==> config.mk <==
export PLATFORM = sky130hd
export DESIGN_NAME = qkv_proj_seq
export DESIGN_NICKNAME = d
export VERILOG_FILES = /design/src/rtl/qkv_proj_seq.sv
export SDC_FILE = /design/constraint.sdc
export NUM_CORES = 1
export LEC_CHECK = 0
export ABC_AREA = 1
export BUFFER_PORTS_ARGS = -buffer_cell sky130_fd_sc_hd__buf_2
export CORE_AREA = 5 5 322 324
export DETAILED_ROUTE_END_ITERATION = 7
export DIE_AREA = 0 0 327 329
export GPL_ROUTABILITY_DRIVEN = 0
export SYNTH_ARGS = -nofsm -noshare
export SYNTH_HDL_FRONTEND = slang
export SYNTH_SLANG_ARGS = --single-unit
==> constraint.sdc <==
create_clock -name clk -period 2.1 [get_ports clk]
set_clock_uncertainty 0.05 [all_clocks]
set_input_delay 0.315 -clock clk [delete_from_list [all_inputs] [get_ports clk]]
set_output_delay 0.315 -clock clk [all_outputs]
set_load 0.005 [all_outputs]
==> src/rtl/qkv_proj_seq.sv <==
// Sequencer for NUM_CH projection engines: owns the host LOAD -> RUN -> READ flow,
// steers host writes/reads onto the per-channel SRAMs and tracks run completion.
`timescale 1ns/1ps
module qkv_proj_seq #(
    parameter int NUM_CH  = 3,
    parameter int DW      = 128,
    parameter int IN_AW   = 5,
    parameter int W_AW    = 10,
    parameter int OUT_AW  = 7,
    parameter int TIMEOUT = 4096,
    localparam int CH_W   = (NUM_CH > 1) ? $clog2(NUM_CH) : 1
) (
    input  logic                 clk,
    input  logic                 rst,
    input  logic                 load_req,
    input  logic                 load_done,
    input  logic                 start,
    input  logic [NUM_CH-1:0]    ch_mask,
    input  logic                 read_req,
    input  logic                 read_done,
    input  logic                 wr_valid,
    input  logic                 wr_bank,
    input  logic [CH_W-1:0]      wr_ch,
    input  logic [W_AW-1:0]      wr_addr,
    input  logic [DW-1:0]        wr_data,
    input  logic                 rd_valid,
    input  logic [CH_W-1:0]      rd_ch,
    input  logic [OUT_AW-1:0]    rd_addr,
    input  logic [NUM_CH*DW-1:0] out_q,
    input  logic [NUM_CH-1:0]    eng_finished,
    output logic                 init_sel,
    output logic                 fin_sel,
    output logic [NUM_CH-1:0]    h_in_web,
    output logic [NUM_CH-1:0]    h_w_web,
    output logic [W_AW-1:0]      h_addr,
    output logic [DW-1:0]        h_din,
    output logic [OUT_AW-1:0]    h_out_addr,
    output logic [NUM_CH-1:0]    eng_en,
    output logic [DW-1:0]        rdata,
    output logic                 rdata_valid,
    output logic                 busy,
    output logic                 done,
    output logic                 timeout
);

    localparam int WD_W   = (TIMEOUT > 1) ? $clog2(TIMEOUT) : 1;
    localparam int WD_LIM = (TIMEOUT > 0) ? TIMEOUT - 1 : 0;

    typedef enum logic [2:0] {
        ST_IDLE,
        ST_LOAD,
        ST_FLUSH,
        ST_RUN,
        ST_READ
    } state_t;

    state_t              state_q, state_d;
    logic [NUM_CH-1:0]   mask_q, mask_d;
    logic [NUM_CH-1:0]   seen_q, seen_d;
    logic [NUM_CH-1:0]   in_web_q, in_web_d;
    logic [NUM_CH-1:0]   w_web_q, w_web_d;
    logic [W_AW-1:0]     addr_q, addr_d;
    logic [DW-1:0]       din_q, din_d;
    logic                done_q, done_d;
    logic                timeout_q, timeout_d;
    logic [WD_W-1:0]     wd_q, wd_d;
    logic                rvalid_q, rvalid_d;
    logic [CH_W-1:0]     rch_q, rch_d;

    logic                wr_ok;
    logic [NUM_CH-1:0]   wr_sel;
    logic [NUM_CH-1:0]   fin_now;
    logic                run_complete;
    logic                wd_hit;
    logic [DW-1:0]       rdata_mux;

    // Writes to a channel index that does not exist are silently dropped.
    assign wr_ok = (state_q == ST_LOAD) && wr_valid &&
                   ({1'b0, wr_ch} < (CH_W+1)'(NUM_CH));

    generate
        for (genvar gi = 0; gi < NUM_CH; gi++) begin : g_wr_sel
            assign wr_sel[gi] = wr_ok && (wr_ch == CH_W'(gi));
        end
    endgenerate

    assign fin_now      = seen_q | (eng_finished & mask_q);
    assign run_complete = (fin_now == mask_q);
    assign wd_hit       = (TIMEOUT > 0) && (wd_q == WD_W'(WD_LIM));

    always_comb begin
        state_d   = state_q;
        mask_d    = mask_q;
        seen_d    = seen_q;
        addr_d    = addr_q;
        din_d     = din_q;
        done_d    = 1'b0;
        timeout_d = timeout_q;
        wd_d      = wd_q;
        rvalid_d  = 1'b0;
        rch_d     = rch_q;
        in_web_d  = ~(wr_sel & {NUM_CH{~wr_bank}});
        w_web_d   = ~(wr_sel & {NUM_CH{wr_bank}});

        case (state_q)
            ST_IDLE: begin
                if (load_req) begin
                    state_d = ST_LOAD;
                end else if (start) begin
                    mask_d    = ch_mask;
                    timeout_d = 1'b0;
                    wd_d      = '0;
                    seen_d    = '0;
                    if (ch_mask == '0) begin
                        done_d = 1'b1;
                    end else begin
                        state_d = ST_RUN;
                    end
                end else if (read_req) begin
                    state_d = ST_READ;
                end
            end
            ST_LOAD: begin
                if (wr_ok) begin
                    addr_d = wr_addr;
                    din_d  = wr_data;
                end
                if (load_done) begin
                    state_d = ST_FLUSH;
                end
            end
            ST_FLUSH: begin
                state_d = ST_IDLE;
            end
            ST_RUN: begin
                seen_d = fin_now;
                wd_d   = wd_q + WD_W'(1);
                // Completion is checked first so it wins over a same-cycle watchdog expiry.
                if (run_complete) begin
                    done_d  = 1'b1;
                    seen_d  = '0;
                    wd_d    = '0;
                    state_d = ST_IDLE;
                end else if (wd_hit) begin
                    timeout_d = 1'b1;
                    seen_d    = '0;
                    wd_d      = '0;
                    state_d   = ST_IDLE;
                end
            end
            ST_READ: begin
                if (rd_valid) begin
                    rvalid_d = 1'b1;
                    rch_d    = rd_ch;
                end
                if (read_done) begin
                    state_d = ST_IDLE;
                end
            end
            default: begin
                state_d = ST_IDLE;
            end
        endcase
    end

    always_ff @(posedge clk) begin
        if (!rst) begin
            state_q   <= ST_IDLE;
            mask_q    <= '0;
            seen_q    <= '0;
            in_web_q  <= '1;
            w_web_q   <= '1;
            addr_q    <= '0;
            din_q     <= '0;
            done_q    <= 1'b0;
            timeout_q <= 1'b0;
            wd_q      <= '0;
            rvalid_q  <= 1'b0;
            rch_q     <= '0;
        end else begin
            state_q   <= state_d;
            mask_q    <= mask_d;
            seen_q    <= seen_d;
            in_web_q  <= in_web_d;
            w_web_q   <= w_web_d;
            addr_q    <= addr_d;
            din_q     <= din_d;
            done_q    <= done_d;
            timeout_q <= timeout_d;
            wd_q      <= wd_d;
            rvalid_q  <= rvalid_d;
            rch_q     <= rch_d;
        end
    end

    // The output SRAMs return data one cycle after the address, so select with the registered channel.
    always_comb begin
        rdata_mux = '0;
        for (int i = 0; i < NUM_CH; i++) begin
            if (rch_q == CH_W'(i)) begin
                rdata_mux = out_q[i*DW +: DW];
            end
        end
    end

    assign init_sel    = (state_q == ST_LOAD) || (state_q == ST_FLUSH);
    assign fin_sel     = (state_q == ST_READ);
    assign h_out_addr  = fin_sel ? rd_addr : '0;
    assign h_in_web    = in_web_q;
    assign h_w_web     = w_web_q;
    assign h_addr      = addr_q;
    assign h_din       = din_q;
    assign eng_en      = (state_q == ST_RUN) ? (mask_q & ~seen_q) : '0;
    assign rdata       = rvalid_q ? rdata_mux : '0;
    assign rdata_valid = rvalid_q;
    assign busy        = (state_q != ST_IDLE);
    assign done        = done_q;
    assign timeout     = timeout_q;

endmodule
======== Yosys cells after proc, flatten, opt, wreduce, memory -nomap -nowiden ========
Index checks and enable logic that the tools add are counted.
operators by class
  add/subtract/negate cells ............... 1
  $lt $le $gt $ge ......................... 1
  equality and inequality tests ........... 19
  multiplexer cells ....................... 36
  bitwise operators ....................... 10
  reduce and logical (&&, ||, !) cells .... 19
operators with widths
  operator                 number
  $mux W128                4
  $mux W12                 4
  $mux W3                  13
  $pmux W12 S2             1
  $add A12 B1 Y12 const B  1
  $and A3 B3 Y3            4
  $eq A12 B12 Y1 const B   1
  $ne A2 B2 Y1 const B     6
  $pmux W3 S4              1
  $reduce_and A5 Y1        2
  $mux W1                  9
  $not A3 Y3               3
  $ne A4 B4 Y1 const B     2
  $mux W7                  1
  $eq A3 B2 Y1 const B     2
  $logic_not A3 Y1         2
  $pmux W3 S2              1
  $reduce_and A2 Y1        3
  $reduce_and A3 Y1        2
  $logic_and A1 B1 Y1      5
  $eq A2 B1 Y1 const B     2
  $eq A2 B2 Y1 const B     2
  $logic_not A2 Y1         2
  $pmux W1 S2              2
  other kinds (10)         11
word-level totals
  flip-flop bits (word level) ............. 170
  input port bits ......................... 549
  output and inout port bits .............. 288
  logic and storage cells ................. 98

======== Logic depth before layout (Yosys ltp) ========
  depth in word-level cells ............... 6
  depth in mapped cells ................... 10
  depth with buffers taken out ............ 10

======== Worst setup path after synthesis ========
OpenSTA, ideal clock, no wires.
  path kind ............................... register to output
  start point ............................. register rch_q[1]
  end point ............................... output port rdata[100]
  arrival ................................. 1212 ps
  data required time ...................... 1735 ps
  setup slack ............................. 523 ps
  stages on the path, launching flop included .. 8
  buffers on the path ..................... 2
  cells stage by stage .................... dfxtp_1 -> nor2_1 -> clkbuf_1 -> clkbuf_1 -> nand2_1 -> nand3_1 -> nand2_1 -> inv_1
on the way
  longest elaborated chain between the ends .. 5
  elaborated cells on any way between the ends .. 7
  classes of those cells .................. eq/ne (2); mux (4); reduce/logical (1)
RTL lines
  what                     RTL line  source
  from (decl)              68        logic [CH_W-1:0] rch_q, rch_d;
  from (signal assigned)   192       rch_q <= rch_d;
  $logic_not A2 Y1         200       if (rch_q == CH_W'(i)) begin
  $mux W128 (2 in series)  200
  $mux W128 (*)            200
  $mux W128 (*)            214       assign rdata = rvalid_q ? rdata_mux : '0;
  to (decl)                39        output logic [DW-1:0] rdata,
Mark *: on every way between the ends. The rest lies on a longest branch, timed or not.

======== Worst setup path in the final report ========
  start point ............................. register rch_q[1]
  end point ............................... output port rdata[0]
Same word-level chain as after synthesis.

==> report_table.html <==
<table>
<tr><th>Metric</th><th>Value</th></tr>
<tr><th colspan="2">GRT</th></tr>
<tr><td>Total global-route track usage</td><td>15.8%</td></tr>
<tr><td>Remaining Overflow, GRT</td><td>0</td></tr>
<tr><td>Vias in the first global route</td><td>14700</td></tr>
<tr><td>Antenna violations before repair</td><td>80</td></tr>
<tr><td>Wire length of the first global-routing pass</td><td>118 mm</td></tr>
<tr><td>Pin count of the biggest net entering global routing</td><td>65</td></tr>
<tr><th colspan="2">Worst setup path</th></tr>
<tr><td>Most prevalent standard cell on the critical path</td><td>nand3_1</td></tr>
<tr><td>Largest incremental delay on the critical path</td><td>0.42 ns</td></tr>
<tr><td>Critical path type</td><td>reg2out</td></tr>
<tr><td>Startpoint class of the critical path</td><td>flop</td></tr>
<tr><td>CP delay by family, top</td><td>buffers and inverters</td></tr>
<tr><td>CP arrival</td><td>1.93 ns</td></tr>
<tr><td>Crit path required time</td><td>1.74 ns</td></tr>
<tr><td>Cell-by-cell listing of the critical path</td><td>buf_6, buf_12, buf_4, nand3_1, nand3_1, nand2_1, inv_1, buf_2</td></tr>
<tr><td>Count of buffering cells on the critical path with inverters included</td><td>5</td></tr>
<tr><td>Nature of the critical path endpoint</td><td>output pin</td></tr>
<tr><td>Worst Path Max Fanout</td><td>9</td></tr>
<tr><td>Cell at the slowest stage of the critical path</td><td>dfxtp_4</td></tr>
<tr><th colspan="2">Pwr</th></tr>
<tr><td>Power per Cell Area</td><td>792 nW/um^2</td></tr>
<tr><td>Highest ir drop seen on vdd</td><td>0.597 mV</td></tr>
<tr><td>Reported leakage power</td><td>9.95 nW</td></tr>
<tr><td>Overall power</td><td>15.2 mW</td></tr>
<tr><th colspan="2">Synthesis</th></tr>
<tr><td>Leading cell types by total area after synthesis</td><td>dfxtp_1 (33%), nand3_1 (20%), inv_1 (11%)</td></tr>
<tr><td>Fraction of the yosys area taken by sequential cells</td><td>33.0%</td></tr>
<tr><td>Cell variety after synth</td><td>31</td></tr>
<tr><td>Number of warning messages in the yosys log</td><td>0</td></tr>
<tr><td>Register bit total from synthesis</td><td>170</td></tr>
<tr><td>Net count of the mapped netlist</td><td>2247</td></tr>
<tr><td>Cell type with the largest total area after synthesis</td><td>dfxtp_1</td></tr>
<tr><td>Mean instance size in the synthesized netlist</td><td>6.07 um^2</td></tr>
<tr><td>Synthesized area</td><td>10300 um^2</td></tr>
<tr><td>Gate count of the mapped netlist</td><td>1697</td></tr>
<tr><td>Area share of the largest cell type after synthesis</td><td>33.0%</td></tr>
<tr><th colspan="2">Floorplanning</th></tr>
<tr><td>Row Count</td><td>117</td></tr>
<tr><td>Core Region</td><td>101000 um^2</td></tr>
<tr><td>Die width</td><td>327 um</td></tr>
<tr><td>Effective utilization at floorplan</td><td>10.2%</td></tr>
<tr><td>Die boundary height</td><td>329 um</td></tr>
<tr><td>Total Die Area</td><td>108000 um^2</td></tr>
<tr><td>Number of primary I/O pins</td><td>837</td></tr>
<tr><th colspan="2">Detailed routing</th></tr>
<tr><td>Drc violations</td><td>0</td></tr>
<tr><td>Number of iterations in the first detailed-routing pass</td><td>6</td></tr>
<tr><td>Detail Route Antenna Nets</td><td>0</td></tr>
<tr><td>Via count</td><td>15600</td></tr>
<tr><td>Detailed router's first-iteration violation count</td><td>1186</td></tr>
<tr><td>Via-to-Cell Ratio</td><td>4.03</td></tr>
<tr><td>Wire per inst</td><td>24.1 um</td></tr>
<tr><td>Total Wirelength</td><td>93.4 mm</td></tr>
<tr><th colspan="2">Timing</th></tr>
<tr><td>Worst Max-Slew Pin Slew</td><td>0.601 ns</td></tr>
<tr><td>Final setup violation count</td><td>126</td></tr>
<tr><td>Max Transition Viols Final</td><td>0</td></tr>
<tr><td>Share of the cycle needed by the critical path after routing</td><td>109%</td></tr>
<tr><td>Setup repair after global routing missed its margin</td><td>yes</td></tr>
<tr><td>Hold violation count in the final report</td><td>0</td></tr>
<tr><td>Fin Hold WS</td><td>0.0519 ns</td></tr>
<tr><td>Achievable clock frequency</td><td>437 MHz</td></tr>
<tr><td>Worst path setup slack after routing</td><td>-0.191 ns</td></tr>
<tr><td>Setup TNS</td><td>-14.20 ns</td></tr>
<tr><td>Shortest clock period the worst path allows after layout</td><td>2.29 ns</td></tr>
<tr><td>Slew margin rel.</td><td>59.7%</td></tr>
<tr><th colspan="2">Min path</th></tr>
<tr><td>Path class of the lowest-slack min-delay path</td><td>in2reg</td></tr>
<tr><th colspan="2">Finish</th></tr>
<tr><td>Design Area, Final</td><td>19300 um^2</td></tr>
<tr><td>Share of the core filled with cells</td><td>19.1%</td></tr>
<tr><td>Fraction of final layout cells sized beyond drive strength 1</td><td>47.1%</td></tr>
<tr><td>Net count, final</td><td>3085</td></tr>
<tr><td>Cell Count, Final, Fillers Out</td><td>3876</td></tr>
<tr><td>Area delta synth-&gt;final</td><td>86.9%</td></tr>
<tr><th colspan="2">Run status</th></tr>
<tr><td>Status</td><td>finished, violations left</td></tr>
<tr><td>Violations in the final reports</td><td>setup timing</td></tr>
<tr><th colspan="2">CTS</th></tr>
<tr><td>Sinks on the clock net</td><td>170</td></tr>
<tr><td>CTS tree</td><td>yes</td></tr>
<tr><td>Clock transition at the registers of the reported paths</td><td>0.08 ns</td></tr>
<tr><td>Buffer levels on the longest clock path</td><td>2</td></tr>
<tr><td>Clock latency of the later-clocked register in the worst-skew pair</td><td>0.47 ns</td></tr>
<tr><td>Clock buffers created by TritonCTS</td><td>17</td></tr>
<tr><td>Clk root buf</td><td>clkbuf_16</td></tr>
<tr><td>CTS HTree Levels</td><td>4</td></tr>
<tr><th colspan="2">Placed design</th></tr>
<tr><td>Number of instances in the placed design</td><td>3783</td></tr>
<tr><td>Number of buffers added on ports</td><td>836</td></tr>
<tr><td>Pre-CTS setup slack</td><td>0.133 ns</td></tr>
<tr><td>Dpl hpwl</td><td>75.4 mm</td></tr>
<tr><td>Cell area reported after detailed placement</td><td>16500 um^2</td></tr>
<tr><th colspan="2">Flow run</th></tr>
<tr><td>Max-cap check violation count</td><td>0</td></tr>
</table>
[what timing repair did]
action,4_1_cts,5_1_grt
buffers inserted,14,3
pin swaps,6,9
gates cloned,12,10
setup endpoints to repair,136,132
gates resized for setup,245,169
hold buffers,3,0
endpoints found under the hold margin,4,0
[registers in the layout, indices dropped and copies added, names as in the netlist]
signal and cells:
h_din 128, wd_q 12, h_addr 10, h_in_web 3, h_w_web 3, mask_q 3, seen_q 3, state_q 3
rch_q 2, done 1, rdata_valid 1, timeout 1
[kinds of logic (layout without fill, tap and decap cells)]
| group | count (synthesis) | after routing | synth area share, % |
|---|---|---|---|
| AND/OR/NAND/NOR | 775 | 775 | 34.2 |
| buffers and inverters | 442 | 1293 | 17.2 |
| AO/OA/AOI/OAI | 304 | 304 | 15.0 |
| flip-flops | 170 | 170 | 33.0 |
| XOR/XNOR | 5 | 5 | 0.425 |
| adder cells (fa/ha/maj) | 1 | 1 | 0.121 |
| other | 0 | 19 | 0 |
[power breakdown]
group          internal [mW]  switching (mW)  total [mW]
Sequential              3.80           0.336        4.13
Combinational           3.16            4.51        7.67
Clock                   1.84            1.60        3.44
[routing by layer]
metal	part of all wire (%)	GRT usage, %	up-vias
li1	-	-	7148
met1	38	18.0	7229
met2	43	24.9	1017
met3	15	9.99	222
met4	3.4	4.11	16
met5	0.11	0	-
[worst reg2reg max path, stage by stage (launching register included)]
cell and delay [ns]:
dfxtp_1 0.39, inv_2 0.14, nand3_1 0.09, inv_2 0.09, o211ai_4 0.21, nor3_2 0.16, dlygate4sd3_1 0.59, nand2_1 0.06
[final cells by class]
type,count,area (um^2)
Fill cell,11500,81600
Timing Repair Buffer,949,6390
Multi-Input combinational cell,1085,5930
Sequential cell,170,3420
Tap cell,1309,1640
Inverter,311,1200
Clock buffer,18,439
Clock inverter,14,176
Antenna cell,19,47.5
Timing Repair inverter,1,8.76
[placed cells by master, fill, tap and decap left out, drive strengths merged, types with 2 or more instances in the layout]
master,instances
bufbuf,2
nor2,40
nand3,405
nand2,311
clkinv,3
buf,935
nand3b,5
dlygate4sd3,3
bufinv,2
dfxtp,170
xor2,2
clkinvlp,2
nand4,5
clkbuf,27
o21ai,146
nor3,8
inv,319
a21oi,155
diode,19
xnor2,3
[path summary, 6_finish.rpt]
check,start,cells past startpoint,endpoint,slack (ns)
worst max-delay path,rch_q[1],8,rdata[0],-0.19
worst min-delay path,wr_data[11],3,h_din[11],0.05
worst max register to register,state_q[2],7,h_w_web[0],0.20
worst min register to register,h_din[121],2,h_din[121],0.39
[synth_stat cells]
| cell | n |
|---|---|
| xor2_1 | 2 |
| nor3_2 | 2 |
| a21o_1 | 1 |
| nand3_1 | 405 |
| nand2_2 | 1 |
| nand4_1 | 4 |
| nor2_2 | 2 |
| inv_1 | 307 |
| or2_0 | 1 |
| clkbuf_2 | 3 |
| clkbuf_1 | 92 |
| nand2_4 | 3 |
| o21bai_1 | 1 |
| nor2_1 | 36 |
| nand2_1 | 307 |
| ha_1 | 1 |
| buf_2 | 13 |
| nor3_1 | 6 |
| buf_4 | 10 |
| a21oi_1 | 155 |
| o211ai_4 | 1 |
| nor2_4 | 2 |
| nand4_2 | 1 |
| o21ai_1 | 70 |
| inv_2 | 4 |
| buf_1 | 5 |
| xnor2_1 | 3 |
| buf_6 | 8 |
| nand3b_1 | 5 |
| o21ai_0 | 76 |
| dfxtp_1 | 170 |
No activity file was read; power rests on OpenSTA's default activity.
